**src/rtl/serial_add_ctrl.sv**
```systemverilog
// Bit-serial add/subtract controller: one shared full_adder cell walks all WIDTH
// bit positions LSB first, one bit per clock, then reports result/carry/overflow.

module full_adder (
  input  logic a,
  input  logic b,
  input  logic ci,
  output logic s,
  output logic co
);
  assign s  = a ^ b ^ ci;
  assign co = (a & b) | (a & ci) | (b & ci);
endmodule

module serial_add_ctrl #(
  parameter int WIDTH = 32
) (
  input  logic             clk,
  input  logic             n_rst,
  input  logic             start,
  input  logic             sub,
  input  logic [WIDTH-1:0] a,
  input  logic [WIDTH-1:0] b,
  output logic             busy,
  output logic             done,
  output logic [WIDTH-1:0] result,
  output logic             cout,
  output logic             overflow,
  output logic [1:0]       dbg_state
);
  localparam int CW = $clog2(WIDTH);

  // Handshake: start is sampled only while idle (busy=0, done=0); done is a
  // one-cycle pulse and result/cout/overflow stay valid until the next accept.
  typedef enum logic [1:0] {
    S_IDLE = 2'd0,
    S_RUN  = 2'd1,
    S_DONE = 2'd2
  } state_t;

  state_t           state_q, state_d;
  logic [WIDTH-1:0] a_sh_q, a_sh_d;
  logic [WIDTH-1:0] b_sh_q, b_sh_d;
  logic [WIDTH-1:0] result_q, result_d;
  logic             carry_q, carry_d;
  logic             cout_q, cout_d;
  logic             ovf_q, ovf_d;
  logic [CW-1:0]    cnt_q, cnt_d;
  logic             fa_s, fa_co;

  full_adder u_fa (
    .a  (a_sh_q[0]),
    .b  (b_sh_q[0]),
    .ci (carry_q),
    .s  (fa_s),
    .co (fa_co)
  );

  always_ff @(posedge clk or negedge n_rst) begin
    if (!n_rst) begin
      state_q  <= S_IDLE;
      a_sh_q   <= '0;
      b_sh_q   <= '0;
      result_q <= '0;
      carry_q  <= 1'b0;
      cout_q   <= 1'b0;
      ovf_q    <= 1'b0;
      cnt_q    <= '0;
    end else begin
      state_q  <= state_d;
      a_sh_q   <= a_sh_d;
      b_sh_q   <= b_sh_d;
      result_q <= result_d;
      carry_q  <= carry_d;
      cout_q   <= cout_d;
      ovf_q    <= ovf_d;
      cnt_q    <= cnt_d;
    end
  end

  always_comb begin
    state_d  = state_q;
    a_sh_d   = a_sh_q;
    b_sh_d   = b_sh_q;
    result_d = result_q;
    carry_d  = carry_q;
    cout_d   = cout_q;
    ovf_d    = ovf_q;
    cnt_d    = cnt_q;
    case (state_q)
      S_IDLE: begin
        if (start) begin
          // Subtraction is a + ~b + 1: invert b and preload the carry.
          a_sh_d  = a;
          b_sh_d  = sub ? ~b : b;
          carry_d = sub;
          cnt_d   = '0;
          state_d = S_RUN;
        end
      end
      S_RUN: begin
        result_d = {fa_s, result_q[WIDTH-1:1]};
        a_sh_d   = a_sh_q >> 1;
        b_sh_d   = b_sh_q >> 1;
        carry_d  = fa_co;
        cnt_d    = cnt_q + CW'(1);
        if (cnt_q == CW'(WIDTH - 1)) begin
          // carry_q here is the carry into the MSB.
          cout_d  = fa_co;
          ovf_d   = carry_q ^ fa_co;
          state_d = S_DONE;
        end
      end
      S_DONE:  state_d = S_IDLE;
      default: state_d = S_IDLE;
    endcase
  end

  assign busy      = (state_q == S_RUN);
  assign done      = (state_q == S_DONE);
  assign result    = result_q;
  assign cout      = cout_q;
  assign overflow  = ovf_q;
  assign dbg_state = state_q;

endmodule

```
**config.mk**
```make
export PLATFORM = sky130hd
export DESIGN_NAME = serial_add_ctrl
export DESIGN_NICKNAME = d
export VERILOG_FILES = /design/src/rtl/serial_add_ctrl.sv
export SDC_FILE = /design/constraint.sdc
export NUM_CORES = 1
export LEC_CHECK = 0
export ABC_AREA = 1
export CORE_MARGIN = 5
export CORE_UTILIZATION = 55
export CTS_CLUSTER_DIAMETER = 60
export DETAILED_ROUTE_END_ITERATION = 16
export DONT_BUFFER_PORTS = 1
export GPL_TIMING_DRIVEN = 0
export PLACE_DENSITY_LB_ADDON = 0.25
export SLEW_MARGIN = 30
export SYNTH_ARGS = -nofsm -noshare
export SYNTH_HDL_FRONTEND = slang
export SYNTH_HIERARCHICAL = 1
export SYNTH_SLANG_ARGS = --single-unit
```
**constraint.sdc**
```tcl
create_clock -name clk -period 1.2 [get_ports clk]
set_clock_uncertainty 0.05 [all_clocks]
set_input_delay 0.36 -clock clk [delete_from_list [all_inputs] [get_ports clk]]
set_output_delay 0.36 -clock clk [all_outputs]
set_load 0.02 [all_outputs]
```
==> results of run 1 <==
layout make-up:
cell class / count / area share, %
plain buffers: 42 / 5.503
clock buffers: 11 / 2.242
clock inverters: 5 / 0.9079
inverters: 52 / 2.965
multi-input cells: 453 / 41.60
flip-flops and latches: 106 / 39.97
well taps: 108 / 2.001
repair buffers: 17 / 4.817
worst paths after layout:
| path | cells after the start | slack [ns] | start | end |
|---|---|---|---|---|
| worst min-delay path | 0 | -0.38 | n_rst | result[16] |
| max in group asynchronous | 0 | 1.31 | n_rst | result[28] |
| worst max-delay path | 4 | -0.51 | dbg_state[0] | busy |
| worst max register to register | 9 | -0.49 | dbg_state[0] | b_sh_q[12] |
| worst min register to register | 2 | 0.45 | b_sh_q[3] | b_sh_q[2] |
| min in group clk | 2 | 0.06 | a[14] | a_sh_q[14] |
layer usage:
metal  up-vias  track usage, %  part of all wire [%]
met5         -               0                     0
met4         0           5.550                   1.4
met3        22           5.012                   6.1
met2       138           36.48                    52
met1      2271           29.67                    40
li1       2122               -                     -
layout by cell type (no fill, tap or decap), types with 3 or more instances in the layout:
cell,netlist,routed
buf_4,3,12
nand2_2,1,21
clkbuf_16,0,7
buf_2,33,15
o21ai_2,0,12
nand2_4,0,54
nand3_1,136,76
dfrtp_2,0,37
dfrtp_1,106,69
clkbuf_4,0,3
clkbuf_8,0,11
buf_6,0,3
o21ai_0,29,19
inv_1,49,48
buf_12,0,7
buf_8,0,6
o21ai_1,6,3
nand2_1,271,196
clkbuf_1,6,4
nand3_2,0,60
timing repair:
| action | in CTS | in global routing |
|---|---|---|
| gates resized for setup | 96 | 211 |
| pin swaps | 1 | 39 |
| setup endpoints to repair | 144 | 144 |
| cloned | 4 | 7 |
| buffers inserted | 4 | 2 |
| endpoints found under the hold margin | 106 | 106 |
metrics by stage:
step                setup TNS, ns  std cells  instance area [µm²]  utilization, %  hold WS [ns]
global placement           -19.42        761                 5196           59.01       0.01725
global route               -47.84        794                 6753           76.68       -0.4053
detailed placement         -19.43        761                 5196           59.01       0.01753
floorplan                 -0.1103        653                 5061               -       0.01441
CTS                        -31.43        785                 5734           65.12       -0.3856
finish                     -43.48        794                 6753           76.68       -0.3794
power groups by stage:
stage          registers, mW  logic, mW  clock network [mW]
3_3_place_gp            6.65       3.95                   0
5_1_grt                 7.39       8.33                2.49
6_report                7.22       7.75                2.34
4_1_cts                 6.75       5.13                2.34
3_5_place_dp            6.70       4.11                   0
2_1_floorplan           6.42       3.24                   0
registers in the layout, summed over array words and instances, names as in the netlist:
name	flops
cnt_q	5
overflow	1
a_sh_q	32
b_sh_q	32
carry_q	1
cout	1
dbg_state	2
result	32
worst max-delay path, cell delays in order, from the launching register on:
cell	delay, ns
dfrtp_2	0.49
inv_2	0.09
nor2_4	0.11
buf_6	0.12
buf_12	0.12
cell families after synthesis:
logic type,count (synthesis)
AO/OA/AOI/OAI,35
XOR/XNOR,2
adder cells (fa/ha/maj),3
buffers and inverters,94
flip-flops,106
AND/OR/NAND/NOR,413
==> metrics.txt, run 1 <==
area of the die 11,140 µm²; critical path capture point type output pin; CTS tree done; maximum vdd ir drop 0.001093 V; largest net degree at the start of global routing 107; EDFF count, synth 0; startpoint class of the critical path flop; simple-gate share of the synthesized area 34.36%; status complete, but fails checks; Synth Register Bits 106; Placement Setup Slack -0.2481 ns; Synth Area in XOR/XNOR 0.3489%; vias per std cell 5.734; ant diodes 0; Int Power 9.936 mW; sequential share of the synthesized area 52.83%; vias in the first global route 4,187; Fmax 0.5847 GHz; Die Ht 105.5 µm; first-pass GRT wire length 20,260 µm; Cell Pwr Density 2563 nW/µm²; Std-Cell Rows 34; number of DRC markers in iteration 0 244; part of the power in registers 41.7%; Multi-input gate area 2809 µm²; Avg WL per Cell 18.10 µm; CORE AREA 8806 µm²; crit path DAT 1.30 ns; most common cell in the synthesized netlist nand2_1; Synth Area in Adders 0.8971%; switching part of the total 42.59%; PortBufs 0; Compound-Gate Fraction of Synth Area 3.489%; synthesized area per cell 7.689 µm²; Post-Syn Area 5021 µm²; Net Sw Power 7.370 mW; initial antenna violation count 0; DR DRC count 0; WP data required 0.79 ns; Final GP Congestion 0.7617; minimum clock period 1.710 ns; Starting Density 57.02%; largest cells by area after synthesis dfrtp_1 (53%), nand2_1 (20%), nand3_1 (14%); CTS sink cnt 106; boundary pin count 106; Final Setup Violations 144; top_reg_cell synth dfrtp_1; crit path kind flop to output pin; share of the synthesized area in the top cell type 52.83%; main combinational cell family by area after synthesis simple AND/OR/NAND/NOR gates; synth cell count leaders nand2_1 (271), nand3_1 (136), dfrtp_1 (106); Post-DP HPWL 8178 µm; clock-pin slew on the worst setup and hold paths 0.11 ns; Clock Power Share 13.5%; H-tree Lvls 3; root buffer cell clkbuf_8; Clock Path Buffers 2; Layout Nets 752; Leak Pwr 3.565 nW; Overall Global Routing Usage 22.05%; failing checks hold timing, setup timing; GRT overflow 0; Reg area 2699 µm²; number of fill cells 602; worst slew pin tran 0.5600 ns; Final Cycle Share 142.5%; cell taking the most area after synthesis dfrtp_1; die width 105.5 µm; maximum fanout along the worst path 5; PnR Total Power 17.31 mW; layout cells sized above 1 38.78%; synthesis-to-layout area growth 34.49%; slew margin rel. 62.67%; Fin Hold WS -0.3794 ns; Synth Instances 653; Logic pwr share 44.8%; hold crit path type input pin to async pin; DRT Pass-1 Iters 5; Final Hold Vio Count 106; asr flop ratio synth 100.0%; syn nets 724; via count 4,553; antenna-violating nets left 0; Synth cell types 16; unrepaired setup endpoints after global routing yes; Num CTS Buffers 9; mux cell area share after synthesis 0%; Final WS setup -0.5102 ns; Slew Limit Fails 0; max cap viols 0; synthesis warning total 6; worst skew pair latency 0.37 ns; drt total wl 14,370 µm
(Power assumes the default switching activity.)
==> inputs of run 2 (changes only) <==
--- a/config.mk
+++ b/config.mk
@@ -6,6 +6,7 @@
 export NUM_CORES = 1
 export LEC_CHECK = 0
 export ABC_AREA = 1
+export CAP_MARGIN = 20
 export CORE_MARGIN = 5
 export CORE_UTILIZATION = 55
 export CTS_CLUSTER_DIAMETER = 60
==> results of run 2 <==
No change in the layout: final DEF, timing and power equal those of run 1.
==> inputs of run 3 (changes only) <==
--- a/config.mk
+++ b/config.mk
@@ -12,8 +12,8 @@
 export CTS_CLUSTER_DIAMETER = 60
 export DETAILED_ROUTE_END_ITERATION = 16
 export DONT_BUFFER_PORTS = 1
-export GPL_TIMING_DRIVEN = 0
 export PLACE_DENSITY_LB_ADDON = 0.25
+export SKIP_LAST_GASP = 1
 export SLEW_MARGIN = 30
 export SYNTH_ARGS = -nofsm -noshare
 export SYNTH_HDL_FRONTEND = slang
==> metrics.txt, run 3 (synthesis gave the netlist of run 1 again) <==
switching part of the total 40.06% (was 42.59%); maximum fanout along the worst path 3 (was 5); Cell Pwr Density 2496 nW/µm² (was 2563 nW/µm²); Net Sw Power 6.246 mW (was 7.370 mW); part of the power in registers 43.1% (was 41.7%); via count 4,585 (was 4,553); slew margin rel. 85.09% (was 62.67%); Final Setup Violations 129 (was 144); clock-pin slew on the worst setup and hold paths 0.11 ns (about the same); Placement Setup Slack -0.1190 ns (was -0.2481 ns); CTS sink cnt 106 (unchanged); number of DRC markers in iteration 0 367 (was 244); PnR Total Power 15.59 mW (was 17.31 mW); Fmax 0.6468 GHz (was 0.5847 GHz); root buffer cell clkbuf_8 (unchanged); first-pass GRT wire length 21,030 µm (was 20,260 µm); Overall Global Routing Usage 23.22% (was 22.05%); Int Power 9.345 mW (was 9.936 mW); Avg WL per Cell 17.89 µm (was 18.10 µm); die width 105.5 µm (unchanged); Layout Nets 750 (was 752); WP data required 0.79 ns (about the same); CP Cell Sequence inv_2, buf_6, nor2_4, buf_6 (was inv_2, nor2_4, buf_6, buf_12); minimum clock period 1.546 ns (was 1.710 ns); Num CTS Buffers 9 (unchanged); Die Ht 105.5 µm (unchanged); synthesis-to-layout area growth 24.40% (was 34.49%); Clock Path Buffers 2 (unchanged); Logic pwr share 40.6% (was 44.8%); Starting Density 57.02% (unchanged); largest net degree at the start of global routing 107 (unchanged); Leak Pwr 3.143 nW (was 3.565 nW); CTS tree done (unchanged); critical path capture point type output pin (unchanged); worst slew pin tran 0.2236 ns (was 0.5600 ns); crit path DAT 1.14 ns (was 1.30 ns); drt total wl 14,170 µm (was 14,370 µm); PortBufs 0 (unchanged); crit path kind flop to output pin (unchanged); hold crit path type input pin to async pin (unchanged); ant diodes 0 (unchanged); CP bufs+invs 3 (unchanged); most common cell after layout, fill and taps aside nand2_1 (unchanged); Fin Hold WS -0.3863 ns (was -0.3794 ns); Top delay family on crit path flip-flops (unchanged); Final Cycle Share 128.8% (was 142.5%); cell mode on critical path buf_6; DRT Pass-1 Iters 6 (was 5); Slew Limit Fails 0 (unchanged); initial antenna violation count 0 (unchanged); CP max stage cell dfrtp_2 (unchanged); vias in the first global route 4,310 (was 4,187); status complete, but fails checks (unchanged); max cap viols 0 (unchanged); CORE AREA 8806 µm² (unchanged); Final WS setup -0.3461 ns (was -0.5102 ns); setup TNS -22.33 ns (was -43.48 ns); unrepaired setup endpoints after global routing yes (unchanged); vias per std cell 5.789 (was 5.734); H-tree Lvls 3 (unchanged); failing checks hold timing, setup timing (unchanged); worst skew pair latency 0.37 ns (about the same); startpoint class of the critical path flop (unchanged); area of the die 11,140 µm² (unchanged); Final GP Congestion 0.7454 (was 0.7617); Final Hold Vio Count 106 (unchanged); layout cells sized above 1 18.71% (was 38.78%); Clock Power Share 16.3% (was 13.5%); crit-path max cell delay 0.41 ns (was 0.49 ns); boundary pin count 106 (unchanged); most frequent cells in the layout nand2_1 (265), nand3_1 (136), dfrtp_1 (70) (was nand2_1 (196), nand3_1 (76), dfrtp_1 (69)); antenna-violating nets left 0 (unchanged); maximum vdd ir drop 0.001212 V (was 0.001093 V); Post-DP HPWL 7274 µm (was 8178 µm); GRT overflow 0 (unchanged); DR DRC count 0 (unchanged); Std-Cell Rows 34 (unchanged)
[run 3: changes by cell type in the layout (fill, tap and decap cells not counted), moves of 5 or more]
| cell | before | now |
|---|---|---|
| nand3_2 | 60 | 0 |
| buf_8 | 6 | 1 |
| nand2_1 | 196 | 265 |
| nand2_4 | 54 | 3 |
| nand3_1 | 76 | 136 |
| buf_2 | 15 | 0 |
| buf_16 | 2 | 9 |
| o21ai_0 | 19 | 25 |
| o21ai_2 | 12 | 1 |
| nand2_2 | 21 | 3 |
| o21ai_1 | 3 | 9 |
| buf_4 | 12 | 21 |
[run 3: path summary, 6_finish.rpt]
path,from,slack (ns),depth (start not counted),endpoint
max reg2reg,dbg_state[1],-0.31,7,a_sh_q[3]
min reg2reg,b_sh_q[1],0.45,2,b_sh_q[0]
max in group asynchronous,n_rst,1.30,0,dbg_state[1]
min in group clk,a[18],0.06,2,a_sh_q[18]
min,n_rst,-0.39,0,result[18]
max,dbg_state[1],-0.35,4,done
[run 3: power groups by stage]
stage,clock [mW],sequential (mW),combinational (mW)
finish,2.54,6.72,6.33
floorplan,0,6.42,3.24
global route,2.73,6.89,6.82
global placement,0,6.60,4.14
detailed placement,0,6.63,4.36
CTS,2.55,6.69,5.55
[run 3: layout make-up]
cell class	count	area [µm²]
clock inverter	7	106.4
tap	108	135.1
timing repair buffer	55	899.6
fill	663	2560
clock buffer	9	123.9
sequential	106	2698
inverter	52	200.2
multi-input combinational	455	2083
[run 3: repair_timing]
item / in CTS / in global routing
gates resized for setup: 57 / 19
hold endpoints to repair: 106 / 106
pin swaps: 4 / 7
setup buffers: 3 / 7
endpoints found under the setup margin: 135 / 130
gates cloned: 10 / 9
[run 3: metal layers]
layer  up-vias  wire (µm)  GRT usage, %
li1       2122          -             -
met1      2208       5557         30.49
met2       225       7018         38.21
met3        30       1162         5.257
met4         0        432         8.048
met5         -          0             0
[run 3: through the flow]
step                      area [µm²]  cells  hold slack (ns)  util [%]
final                           6246    792          -0.3863     70.93
after global placement          5271    747          0.01699     59.86
after detailed placement        5271    747          0.01695     59.86
after CTS                       5942    776          -0.3919     67.48
after floorplan                 5061    653          0.01441         -
after global routing            6246    792          -0.4138     70.93
